==> config.mk <==
export PLATFORM = sky130hd
export DESIGN_NAME = sram_rw_arbiter_flat
export DESIGN_NICKNAME = d
export VERILOG_FILES = /design/src/rtl/sram_rw_arbiter_if.sv /design/src/rtl/sram_rw_arbiter.sv /design/src/flat_wrapper.sv
export SDC_FILE = /design/constraint.sdc
export NUM_CORES = 1
export LEC_CHECK = 0
export CAP_MARGIN = 5
export CORE_ASPECT_RATIO = 1.25
export CORE_MARGIN = 5
export CORE_UTILIZATION = 51
export CTS_CLUSTER_SIZE = 40
export DETAILED_ROUTE_END_ITERATION = 10
export DONT_BUFFER_PORTS = 1
export MAX_ROUTING_LAYER = met4
export PLACE_DENSITY = 0.72
export SETUP_SLACK_MARGIN = 0.05
export SLEW_MARGIN = 20
export SYNTH_ARGS = -nofsm -noshare
export SYNTH_HDL_FRONTEND = slang
export SYNTH_SLANG_ARGS = --single-unit
==> constraint.sdc <==
create_clock -name clk0 -period 2.7 [get_ports clk0]
set_input_delay 0.405 -clock clk0 [delete_from_list [all_inputs] [get_ports clk0]]
set_output_delay 0.405 -clock clk0 [all_outputs]
set_load 0.02 [all_outputs]
==> src/rtl/sram_rw_arbiter_if.sv <==
// sram_rw_arbiter_if: one requester's command/response bundle toward the SRAM arbiter.
interface sram_rw_arbiter_if #(
  parameter int DATA_WIDTH = 32,
  parameter int ADDR_WIDTH = 8,
  parameter int NUM_WMASKS = DATA_WIDTH / 8
);
  logic                  req_valid;
  logic                  req_ready;
  logic                  req_we;
  logic [NUM_WMASKS-1:0] req_wmask;
  logic [ADDR_WIDTH-1:0] req_addr;
  logic [DATA_WIDTH-1:0] req_wdata;
  logic                  rsp_valid;
  logic [DATA_WIDTH-1:0] rsp_rdata;
  modport master (
    output req_valid, req_we, req_wmask, req_addr, req_wdata,
    input  req_ready, rsp_valid, rsp_rdata
  );
  modport slave (
    input  req_valid, req_we, req_wmask, req_addr, req_wdata,
    output req_ready, rsp_valid, rsp_rdata
  );
endinterface

==> src/rtl/sram_rw_arbiter.sv <==
// sram_rw_arbiter: round-robin two-requester sequencer for a 1RW OpenRAM macro with 2-cycle read return.
// Define SRAM_CLR_EN to zero every macro word after reset before any request is accepted.
module sram_rw_arbiter #(
  parameter int DATA_WIDTH = 32,
  parameter int ADDR_WIDTH = 8,
  parameter int NUM_WMASKS = DATA_WIDTH / 8,
  parameter int RAM_DEPTH  = 1 << ADDR_WIDTH
) (
  input  logic                  clk0,
  input  logic                  rst0_n,
  sram_rw_arbiter_if.slave      a,
  sram_rw_arbiter_if.slave      b,
  output logic                  sram_csb0,
  output logic                  sram_web0,
  output logic [NUM_WMASKS-1:0] sram_wmask0,
  output logic [ADDR_WIDTH-1:0] sram_addr0,
  output logic [DATA_WIDTH-1:0] sram_din0,
  input  logic [DATA_WIDTH-1:0] sram_dout0,
  output logic                  init_done
);
  logic                  rr_b, grant_a, grant_b, grant, clr, run;
  logic                  req_we;
  logic [NUM_WMASKS-1:0] req_wmask;
  logic [ADDR_WIDTH-1:0] req_addr, clr_addr;
  logic [DATA_WIDTH-1:0] req_wdata;
  logic                  t1_v, t1_b, t2_v, t2_b;
`ifdef SRAM_CLR_EN
  typedef enum logic {CLEAR, RUN} state_t;
  localparam logic [ADDR_WIDTH-1:0] LAST_ADDR = ADDR_WIDTH'(RAM_DEPTH - 1);
  state_t state, state_nx;
  always_ff @(posedge clk0 or negedge rst0_n)
    if (!rst0_n) begin
      state    <= CLEAR;
      clr_addr <= '0;
    end else begin
      state    <= state_nx;
      clr_addr <= (clr && clr_addr != LAST_ADDR) ? clr_addr + 1'b1 : clr_addr;
    end
  always_comb begin
    state_nx = state;
    clr      = state == CLEAR;
    if (clr && clr_addr == LAST_ADDR) state_nx = RUN;
  end
  assign run       = state == RUN;
  assign init_done = run;
`else
  assign clr       = 1'b0;
  assign run       = 1'b1;
  assign clr_addr  = '0;
  assign init_done = 1'b1;
`endif
  // rr_b set means B wins a tie; a lone requester is always granted
  assign grant_a     = run & a.req_valid & (~b.req_valid | ~rr_b);
  assign grant_b     = run & b.req_valid & (~a.req_valid | rr_b);
  assign grant       = grant_a | grant_b;
  assign a.req_ready = grant_a;
  assign b.req_ready = grant_b;
  assign req_we      = grant_b ? b.req_we    : a.req_we;
  assign req_wmask   = grant_b ? b.req_wmask : a.req_wmask;
  assign req_addr    = grant_b ? b.req_addr  : a.req_addr;
  assign req_wdata   = grant_b ? b.req_wdata : a.req_wdata;
  always_ff @(posedge clk0 or negedge rst0_n)
    if (!rst0_n) begin
      rr_b        <= 1'b0;
      sram_csb0   <= 1'b1;
      sram_web0   <= 1'b1;
      sram_wmask0 <= '0;
      sram_addr0  <= '0;
      sram_din0   <= '0;
      t1_v        <= 1'b0;
      t1_b        <= 1'b0;
      t2_v        <= 1'b0;
      t2_b        <= 1'b0;
    end else begin
      if (grant) rr_b <= grant_a;
      sram_csb0 <= ~(clr | grant);
      sram_web0 <= ~(clr | (grant & req_we));
      if (clr | grant) sram_addr0 <= clr ? clr_addr : req_addr;
      if (clr | (grant & req_we)) begin
        sram_wmask0 <= clr ? '1 : req_wmask;
        sram_din0   <= clr ? '0 : req_wdata;
      end
      // read ownership follows the macro's two-cycle return
      t1_v <= grant & ~req_we;
      t1_b <= grant_b;
      t2_v <= t1_v;
      t2_b <= t1_b;
    end
  always_ff @(posedge clk0 or negedge rst0_n)
    if (!rst0_n) begin
      a.rsp_valid <= 1'b0;
      b.rsp_valid <= 1'b0;
      a.rsp_rdata <= '0;
      b.rsp_rdata <= '0;
    end else begin
      a.rsp_valid <= t2_v & ~t2_b;
      b.rsp_valid <= t2_v & t2_b;
      if (t2_v & ~t2_b) a.rsp_rdata <= sram_dout0;
      if (t2_v & t2_b) b.rsp_rdata <= sram_dout0;
    end
endmodule

==> src/flat_wrapper.sv <==
// flat-port wrapper written by rule: the top's interface ports become plain ports
module sram_rw_arbiter_flat 
#(
  parameter int DATA_WIDTH = 32,
  parameter int ADDR_WIDTH = 8,
  parameter int NUM_WMASKS = DATA_WIDTH / 8,
  parameter int RAM_DEPTH  = 1 << ADDR_WIDTH
)
  (clk0, rst0_n, sram_csb0, sram_web0, sram_wmask0, sram_addr0, sram_din0, sram_dout0, init_done, a_req_valid, a_req_we, a_req_wmask, a_req_addr, a_req_wdata, a_req_ready, a_rsp_valid, a_rsp_rdata, b_req_valid, b_req_we, b_req_wmask, b_req_addr, b_req_wdata, b_req_ready, b_rsp_valid, b_rsp_rdata);
  sram_rw_arbiter_if #(.DATA_WIDTH(DATA_WIDTH), .ADDR_WIDTH(ADDR_WIDTH), .NUM_WMASKS(NUM_WMASKS)) a_i ();
  sram_rw_arbiter_if #(.DATA_WIDTH(DATA_WIDTH), .ADDR_WIDTH(ADDR_WIDTH), .NUM_WMASKS(NUM_WMASKS)) b_i ();
  input  logic clk0;
  input  logic rst0_n;
  output logic sram_csb0;
  output logic sram_web0;
  output logic [NUM_WMASKS-1:0] sram_wmask0;
  output logic [ADDR_WIDTH-1:0] sram_addr0;
  output logic [DATA_WIDTH-1:0] sram_din0;
  input  logic [DATA_WIDTH-1:0] sram_dout0;
  output logic init_done;
  input wire logic [$bits(a_i.req_valid)-1:0] a_req_valid;
  input wire logic [$bits(a_i.req_we)-1:0] a_req_we;
  input wire logic [$bits(a_i.req_wmask)-1:0] a_req_wmask;
  input wire logic [$bits(a_i.req_addr)-1:0] a_req_addr;
  input wire logic [$bits(a_i.req_wdata)-1:0] a_req_wdata;
  output wire logic [$bits(a_i.req_ready)-1:0] a_req_ready;
  output wire logic [$bits(a_i.rsp_valid)-1:0] a_rsp_valid;
  output wire logic [$bits(a_i.rsp_rdata)-1:0] a_rsp_rdata;
  input wire logic [$bits(b_i.req_valid)-1:0] b_req_valid;
  input wire logic [$bits(b_i.req_we)-1:0] b_req_we;
  input wire logic [$bits(b_i.req_wmask)-1:0] b_req_wmask;
  input wire logic [$bits(b_i.req_addr)-1:0] b_req_addr;
  input wire logic [$bits(b_i.req_wdata)-1:0] b_req_wdata;
  output wire logic [$bits(b_i.req_ready)-1:0] b_req_ready;
  output wire logic [$bits(b_i.rsp_valid)-1:0] b_rsp_valid;
  output wire logic [$bits(b_i.rsp_rdata)-1:0] b_rsp_rdata;
  assign a_i.req_valid = a_req_valid;
  assign a_i.req_we = a_req_we;
  assign a_i.req_wmask = a_req_wmask;
  assign a_i.req_addr = a_req_addr;
  assign a_i.req_wdata = a_req_wdata;
  assign a_req_ready = a_i.req_ready;
  assign a_rsp_valid = a_i.rsp_valid;
  assign a_rsp_rdata = a_i.rsp_rdata;
  assign b_i.req_valid = b_req_valid;
  assign b_i.req_we = b_req_we;
  assign b_i.req_wmask = b_req_wmask;
  assign b_i.req_addr = b_req_addr;
  assign b_i.req_wdata = b_req_wdata;
  assign b_req_ready = b_i.req_ready;
  assign b_rsp_valid = b_i.rsp_valid;
  assign b_rsp_rdata = b_i.rsp_rdata;
  sram_rw_arbiter #(.DATA_WIDTH(DATA_WIDTH), .ADDR_WIDTH(ADDR_WIDTH), .NUM_WMASKS(NUM_WMASKS), .RAM_DEPTH(RAM_DEPTH)) u_core (.clk0(clk0), .rst0_n(rst0_n), .a(a_i), .b(b_i), .sram_csb0(sram_csb0), .sram_web0(sram_web0), .sram_wmask0(sram_wmask0), .sram_addr0(sram_addr0), .sram_din0(sram_din0), .sram_dout0(sram_dout0), .init_done(init_done));
endmodule
==> flow_metrics.py <==
metrics = {
    "layout": {
        "drive_above_1_share_pct": 27.7,
        "design_area_um2": 5280,
        "fin_cells": 487,
        "antenna_cells": 0,
        "final_cell_mix": "115 x dfrtp_1, 64 x mux2_2, 38 x nand2_1, 36 x mux2i_1, 27 x o21ai_0",
        "nNetsFinal": 477,
        "final_common_cell": "dfrtp_1",
        "areaGrowthSynthToFinish_pct": 12.5,
        "fillers": 739,
    },
    "logic_synthesis": {
        "synth_cell_types": 23,
        "syn_nets": 476,
        "syn_inst": 350,
        "syn_area_um2": 4690,
        "avgSynthCellArea_um2": 13.4,
        "ys_seq_elements": 117,
        "yosysWarnings": 0,
        "ys_seq_area_share_pct": 62.5,
    },
    "floorplan": {
        "initial_utilization_pct": 51.6,
        "dieHeight_um": 117,
        "dieArea_um2": 11200,
        "ios": 241,
        "coreArea_um2": 9080,
        "num_rows": 39,
        "die_w_um": 95.7,
    },
    "global_routing": {
        "grt_max_degree": 118,
        "grt-ovfl-total": 0,
        "first_global_vias": 2892,
        "grt_first_pass_wirelength_um": 15100,
        "track_usage_pct": 18.6,
        "antenna_found_initial": 0,
    },
    "pwr": {
        "p_leak_nw": 2.42,
        "powerDensity_nw_per_um2": 1050,
        "power.ir.vdd_worst_v": 0.000478,
    },
    "clock_network": {
        "cts_buffers": 17,
        "clockBufferDepth": 2,
        "h-tree-depth": 4,
        "tritoncts": "yes",
        "path_clk_slew_ns": 0.05,
        "cts_resized": 0,
        "cts_root_buffer": "clkbuf_16",
        "clk_latency_ns": 0.40,
        "cts_sinks": 117,
        "post-cts-setup-buffers": 0,
    },
    "sta": {
        "finalSetupTns_ns": 0,
        "slew_headroom_pct": 53.9,
        "fin_crit_sh_pct": 84.6,
        "max_freq_mhz": 438,
        "grt_setup_unrepaired": "false",
        "min_period_ns": 2.28,
        "hold_viol": 117,
        "worstMarginPinSlew_ns": 0.691,
        "finalMaxSlewViolations": 0,
        "finalClockSkew_ns": 0.00586,
        "whs_ns": -0.298,
        "setup_viol": 0,
    },
    "place": {
        "gp_congestion": 0.758,
        "dpl.cell_count": 455,
        "placed_area_um2": 4730,
        "dp_hpwl_um": 7440,
        "portBuffers": 0,
    },
    "critical_path": {
        "rr_startpoint": "u_core.rr_b",
        "rr_worst_depth": 4,
        "critical_path.max_stage_delay_ns": 0.55,
        "path_delay_family": "simple AND/OR/NAND/NOR gates",
        "arrival_ns": 1.88,
        "r2r_slack_ns": 0.87,
        "worstSetupPathType": "reg2out",
        "cp_num_buf_inv": 1,
        "start_kind": "flip-flop",
        "path_cells": "nand2b_1 > nand2_4 > inv_1",
        "crit_path_end_kind": "primary output",
        "crit_slowest_cell": "nand2_4",
        "path_max_fanout": 46,
        "worstPathRequired_ns": 2.30,
        "r2r-end": "u_core.sram_din0[4]",
    },
    "detailed_routing": {
        "drt_first_pass_iters": 4,
        "drc": 0,
        "drtAntennaViolNets": 0,
        "drtIter0Drc": 72,
        "vias": 2634,
        "viasPerCell": 5.41,
        "drt-wirelength-per-cell_um": 20.8,
        "wirelength_um": 10100,
    },
    "status": {
        "violations": "negative hold slack",
        "status": "complete, but fails checks",
    },
    "flow_run": {
        "maxCapViolCount": 0,
    },
    "worst_hold_path": {
        "hold_path.class": "in2async",
    },
}
## Yosys cell counts, drive strengths merged
master / count / area, µm²
conb: 1 / 3.75
nand2b: 1 / 6.26
inv: 5 / 18.8
a32oi: 1 / 27.5
nor2: 16 / 60.1
buf: 16 / 110
or2: 1 / 6.26
nand2: 40 / 165
dfrtp: 115 / 2880
o21ai: 37 / 185
mux2: 64 / 721
dfstp: 2 / 52.6
clkbuf: 5 / 30.0
nor2b: 1 / 6.26
o22ai: 9 / 56.3
mux2i: 36 / 360
## worst max path at each step
stage / startpoint / endpoint / slack, ns / depth (start not counted)
after floorplan: u_core.rr_b / b_req_ready / 1.08 / 4
after global placement: u_core.rr_b / b_req_ready / 0.89 / 3
after detailed placement: u_core.rr_b / b_req_ready / 0.81 / 3
after CTS: u_core.rr_b / b_req_ready / 0.37 / 3
after global routing: u_core.rr_b / b_req_ready / 0.29 / 3
final: u_core.rr_b / b_req_ready / 0.42 / 3
## registers in the layout (all words and copies together) (netlist names), 4 cells and up
signal              cells
u_core.b.rsp_rdata     32
u_core.a.rsp_rdata     32
u_core.sram_addr0       8
u_core.sram_din0       32
u_core.sram_wmask0      4
## final cells by class
| class | instances | area, µm² | area share (%) |
|---|---|---|---|
| Sequential cell | 117 | 2930 | 55.6 |
| Multi-Input combinational cell | 207 | 1610 | 30.4 |
| Clock buffer | 26 | 489 | 9.27 |
| Tap cell | 123 | 154 | 2.92 |
| Clock inverter | 6 | 55.1 | 1.04 |
| Timing Repair Buffer | 3 | 22.5 | 0.427 |
| Inverter | 5 | 18.8 | 0.356 |
## metal layers
metal	GRT usage (%)	routed length, µm	vias up
met5	-	0	-
met4	9.77	270	0
met3	7.35	1230	22
met2	30.1	5270	152
met1	19.7	3370	1259
li1	-	-	1201
## cells by family (layout without fill, tap and decap cells)
kind of cell,count (synthesis),count (layout),share of synthesized area [%]
mux,100,100,23.1
buf+inv,26,40,3.39
compound gates,47,47,5.74
simple gates,59,59,5.21
flops,117,117,62.5
other cells,1,1,0.0800
## report_power, final
part / internal, mW / leakage, nW / total, mW / switching, mW
registers: 2.16 / 1.39 / 2.95 / 0.798
logic: 0.309 / 0.763 / 0.537 / 0.228
clock network: 1.33 / 0.272 / 2.04 / 0.708
## per-stage QoR
stage | util, % | worst slack, ns | power (mW)
6_report | 58.1 | 0.415 | 5.53
2_1_floorplan | - | 1.08 | 3.36
3_5_place_dp | 52.1 | 0.813 | 3.54
3_3_place_gp | 52.1 | 0.892 | 3.49
5_1_grt | 58.1 | 0.290 | 5.78
4_1_cts | 58.1 | 0.374 | 5.61
Power figures use the tool's default switching activity.
